`config.mk`:
```
export PLATFORM = sky130hd
export DESIGN_NAME = serial_pattern_tx
export DESIGN_NICKNAME = d
export VERILOG_FILES = /design/src/rtl/serial_tx_pkg.sv /design/src/rtl/serial_pattern_tx_piso_shift.sv /design/src/rtl/serial_pattern_tx.sv
export SDC_FILE = /design/constraint.sdc
export NUM_CORES = 1
export LEC_CHECK = 0
export ABC_CLOCK_PERIOD_IN_PS = 4270
export CAP_MARGIN = 40
export CORE_UTILIZATION = 24
export DETAILED_ROUTE_END_ITERATION = 6
export DONT_BUFFER_PORTS = 1
export PLACE_DENSITY_LB_ADDON = 0.2
export SETUP_SLACK_MARGIN = 0.05
export SLEW_MARGIN = 25
export SYNTH_ARGS = -nofsm -noshare
export SYNTH_HDL_FRONTEND = slang
export SYNTH_SLANG_ARGS = --single-unit
```
`constraint.sdc`:
```
create_clock -name clk -period 4.27 [get_ports clk]
set_input_delay 0.427 -clock clk [delete_from_list [all_inputs] [get_ports clk]]
set_output_delay 0.427 -clock clk [all_outputs]
set_load 0.01 [all_outputs]
```
`src/rtl/serial_tx_pkg.sv`:
```
// Shared types and helpers for the serial pattern transmitter.
// PARITY_TX_EN (optional define) appends one even-parity bit to every frame.
package serial_tx_pkg;

  typedef enum logic [1:0] {
    ST_IDLE  = 2'b00,
    ST_SHIFT = 2'b01,
    ST_GAP   = 2'b10
  } tx_state_t;

`ifdef PARITY_TX_EN
  localparam int PARITY_BITS = 1;
`else
  localparam int PARITY_BITS = 0;
`endif

  // Frame length in bits for a given word width, including the optional parity bit.
  function automatic int frame_len(input int width);
    return width + PARITY_BITS;
  endfunction

endpackage

```
`src/rtl/serial_pattern_tx_piso_shift.sv`:
```
// Parallel-load, left-shifting register; q_msb is the register's top bit.
// Used by serial_pattern_tx (PARITY_TX_EN does not affect this block).
module piso_shift #(
  parameter int WIDTH = 8
) (
  input  logic             clk,
  input  logic             rst,
  input  logic             load,
  input  logic             shift,
  input  logic [WIDTH-1:0] d,
  output logic             q_msb
);

  logic [WIDTH-1:0] sreg;

  always_ff @(posedge clk) begin
    if (rst) begin
      sreg <= '0;
    end else if (load) begin
      sreg <= d;
    end else if (shift) begin
      sreg <= {sreg[WIDTH-2:0], 1'b0};
    end
  end

  assign q_msb = sreg[WIDTH-1];

endmodule

```
`src/rtl/serial_pattern_tx.sv`:
```
// Parallel-to-serial transmitter: valid/ready word in, MSB-first bit stream out.
// Define PARITY_TX_EN to append an even-parity bit after the LSB of each frame.
module serial_pattern_tx
  import serial_tx_pkg::*;
#(
  parameter int WIDTH = 8,
  parameter int GAP   = 1
) (
  input  logic             clk,
  input  logic             rst,
  input  logic [WIDTH-1:0] load_data,
  input  logic             load_valid,
  output logic             load_ready,
  output logic             x_out,
  output logic             x_valid,
  output logic             busy,
  output logic             done
);

  localparam int FRAME_LEN = frame_len(WIDTH);
  localparam int CW        = $clog2(WIDTH + 1);
  localparam logic [CW-1:0] CNT_LOAD = CW'(FRAME_LEN - 1);
  localparam logic [3:0]    GAP_LOAD = 4'((GAP > 0) ? GAP - 1 : 0);

  tx_state_t     state, state_next;
  logic [CW-1:0] bit_cnt;
  logic [3:0]    gap_cnt;
  logic          accept, shift_en, last_bit, gap_last;
  logic          q_msb, next_bit;

  assign last_bit = (bit_cnt == '0);
  assign gap_last = (gap_cnt == 4'd0);

  // The shifter is loaded one bit ahead, so q_msb always holds the bit due next cycle.
  piso_shift #(.WIDTH(WIDTH)) u_piso (
    .clk   (clk),
    .rst   (rst),
    .load  (accept),
    .shift (shift_en),
    .d     ({load_data[WIDTH-2:0], 1'b0}),
    .q_msb (q_msb)
  );

`ifdef PARITY_TX_EN
  logic parity_q;

  always_ff @(posedge clk) begin
    if (rst) begin
      parity_q <= 1'b0;
    end else if (accept) begin
      parity_q <= ^load_data;
    end
  end

  assign next_bit = (bit_cnt == CW'(1)) ? parity_q : q_msb;
`else
  assign next_bit = q_msb;
`endif

  always_ff @(posedge clk) begin
    if (rst) begin
      state <= ST_IDLE;
    end else begin
      state <= state_next;
    end
  end

  always_comb begin
    state_next = state;
    accept     = 1'b0;
    shift_en   = 1'b0;
    case (state)
      ST_IDLE: begin
        if (load_valid) begin
          accept     = 1'b1;
          state_next = ST_SHIFT;
        end
      end
      ST_SHIFT: begin
        if (last_bit) begin
          state_next = (GAP > 0) ? ST_GAP : ST_IDLE;
        end else begin
          shift_en = 1'b1;
        end
      end
      ST_GAP: begin
        if (gap_last) begin
          state_next = ST_IDLE;
        end
      end
      default: state_next = ST_IDLE;
    endcase
  end

  // Status outputs are registered copies of the upcoming state.
  always_ff @(posedge clk) begin
    if (rst) begin
      bit_cnt    <= '0;
      gap_cnt    <= 4'd0;
      x_out      <= 1'b0;
      x_valid    <= 1'b0;
      busy       <= 1'b0;
      done       <= 1'b0;
      load_ready <= 1'b1;
    end else begin
      load_ready <= (state_next == ST_IDLE);
      busy       <= (state_next != ST_IDLE);
      x_valid    <= (state_next == ST_SHIFT);
      done       <= (state == ST_SHIFT) && last_bit;
      if (accept) begin
        bit_cnt <= CNT_LOAD;
        x_out   <= load_data[WIDTH-1];
      end else if (shift_en) begin
        bit_cnt <= bit_cnt - CW'(1);
        x_out   <= next_bit;
      end else begin
        x_out <= 1'b0;
      end
      if ((state == ST_SHIFT) && last_bit) begin
        gap_cnt <= GAP_LOAD;
      end else if ((state == ST_GAP) && !gap_last) begin
        gap_cnt <= gap_cnt - 4'd1;
      end
    end
  end

endmodule

```
==> reports/metrics.cfg <==
[job]
max_cap_viol_count = 0

[min_path]
min_path_type = in -> reg

[synth]
synthSimpleGateAreaFrac = 0.213
synth-xor-area-share = 0
synth-compound-area-share = 0.241
synthAdderAreaFrac = 0.0249
synthMuxAreaShare = 0.00998
netlist_instances = 115
ys_types = 28
synth_seq_area_share = 0.439
synth_area_sq_mm = 0.00100
synth_fp_nets = 128
ys_warn_count = 0
synth_seq_cells = 22
synth_top_family_by_area = compound AO/OA/AOI/OAI gates
avgSynthCellArea_sq_um = 8.73

[sta]
fin_crit_sh = 0.412
report.final.slew_viol_count = 0
period_needed_ns = 1.76
finalHoldViolations = 0
setup_tns_ns = 0
fin_skew_ns = 0.00627
rsz0062_at_grt = false
setup-violations-final = 0
worst_slew_pin_slew_ns = 0.730
clock.fmax_ghz = 0.569
slew_headroom = 0.511

[power_and_ir_drop]
switchingPower_uw = 129
clkPwrFrac = 0.383
power_density_mw_per_mm2 = 462
combinationalPowerShare = 0.146
p_seq_frac = 0.471
cell_internal_pwr_uw = 375
ir_drop_mv = 0.174
switching_share = 0.256
power_leakage_uw = 0.000382

[global_route]
track_usage = 0.108
grt_max_degree = 20
antenna_found_initial = 0
grt_overflow = 0
grt_pass1_wl_mm = 3.57
grt_pass1_vias = 779

[cts]
cts_buffers = 3
clkTransAtPathRegs_ns = 0.08
cts_resized = 0
h-tree-depth = 1
clock_latency_ns = 0.26
cts_hold_buf = 0
cts_tree = built
cts.sinks = 22
postCtsSetupRepairBufs = 0
cts-root-buf = clkbuf_8
clockBufferDepth = 2

[finish]
antenna_cells = 0
fin_area_sq_mm = 0.00109
final_util = 0.273
final-instance-count-excl-fill = 160
nets = 124
layout-drive-gt1-share = 0.0455
syn_to_final_growth_pct = 8.85

[floorplan]
die_h_um = 66.7
die_x_um = 66.7
start_util = 0.251
num_rows = 23
io_pins = 16
die_area_sq_mm = 0.00444
core_area_sq_mm = 0.00400

[critical_path]
path_max_fanout = 13
cp-end-kind = flip-flop
cp.required_ns = 4.44
critPathLaunchType = flip-flop
path_class = reg -> reg
arrival_ns = 1.92

[placement]
routabilityCongestion = 0.780
dp_hpwl_mm = 1.54
placed_area_sq_mm = 0.00102
port_buffers = 0
place_inst = 156

[routing]
dr.first_iter.drc_count = 17
post_drt_wl_per_cell_um = 13.7
dr.pass1.iters = 4
drt_wl_total_mm = 2.19
viasPerCell = 5.21
antenna_left = 0
vias = 833
drcViolationCount = 0

[outcome]
status = finished, final reports clean

-- cells in the mapped netlist --
cell type  count  area [sq um]
nand2_1        2          7.51
or3_1          4          25.0
or3b_1         2          17.5
a32oi_1        1          8.76
a211oi_1       3          22.5
buf_2          4          20.0
nor3b_1        3          22.5
clkbuf_1       3          11.3
dfxtp_1       22           440
nor2_1         8          30.0
ha_1           2          25.0
buf_4          1          7.51
a311oi_1       6          52.6
o21bai_1       1          7.51
o21ai_0       13          65.1
o211ai_1       1          7.51
nor2b_1        2          12.5
a31oi_1        1          6.26
inv_1          6          22.5
a221oi_1       1          8.76
nand3_1        7          35.0
or4_1          2          15.0
a21oi_1        8          40.0
mux2i_1        1          10.0
nand4b_1       2          17.5
buf_6          1          11.3
a21o_1         3          22.5
nand2b_1       5          31.3
-- area by class of cell --
class	count	area [sq um]
inverter	6	22.5
fill	424	2910
clock inverter	1	30.0
clock buffer	3	41.3
multi-input combinational	78	495
sequential	22	440
tap	50	62.6
-- placed cells by master, fill, tap and decap left out, types with 4 or more instances in the layout --
cell	synthesis	final
inv_1	6	6
dfxtp_1	22	22
a21oi_1	8	8
or3_1	4	4
a311oi_1	6	6
nand2b_1	5	5
o21ai_0	13	13
nor2_1	8	8
nand3_1	7	7
-- critical path: stages, from the launching register on --
cell and delay [ns]:
dfxtp_1 0.33, inv_1 0.08, ha_1 0.18, nor3b_2 0.62, o21ai_0 0.16, a311oi_1 0.29
-- final timing paths --
| kind | cells after the start | end | start | slack [ns] |
|---|---|---|---|---|
| setup / recovery | 5 | u_piso.sreg[4]$_SDFFE_PP0P_ | bit_cnt[1]$_SDFFE_PP0P_ | 2.51 |
| hold / removal | 1 | u_piso.sreg[1]$_SDFFE_PP0P_ | rst | 0.22 |
| setup reg to reg | 5 | u_piso.sreg[4]$_SDFFE_PP0P_ | bit_cnt[1]$_SDFFE_PP0P_ | 2.51 |
| hold reg to reg | 2 | u_piso.sreg[5]$_SDFFE_PP0P_ | u_piso.sreg[4]$_SDFFE_PP0P_ | 0.49 |
-- metal layers --
layer | vias up | global-route usage | routed length (um)
met5 | - | 0 | 0
met1 | 396 | 0.134 | 1100
met2 | 21 | 0.172 | 927
li1 | 412 | - | -
met4 | 0 | 0.0479 | 29
met3 | 4 | 0.0308 | 129
-- per-stage QoR --
stage | setup slack [ns] | hold slack, ns | power (uW)
after CTS | 2.53 | 0.215 | 511
final | 2.51 | 0.222 | 505
after global placement | 2.11 | 0.468 | 314
after floorplan | 2.79 | 0.463 | 306
after detailed placement | 2.55 | 0.479 | 316
after global routing | 2.25 | 0.209 | 531
-- sequential cells by signal, summed over array words and instances (netlist names) --
name	count
u_piso.sreg	7
bit_cnt	4
gap_cnt	4
state	2
busy	1
done	1
load_ready	1
x_out	1
x_valid	1
-- cells by family after synthesis --
| family | count (synthesis) |
|---|---|
| AOI/OAI and AO/OA | 38 |
| and+or+nand+nor | 37 |
| DFF | 22 |
| buffers and inverters | 15 |
| adders and majority gates | 2 |
| muxes | 1 |
-- power groups by stage --
stage               combinational (uW)  clock [uW]  sequential, uW
global placement                  72.0           0             242
finish                            73.7         193             238
global route                      82.6         208             240
CTS                               73.8         200             238
floorplan                         69.3           0             237
detailed placement                73.3           0             242
Power figures use the tool's default switching activity.
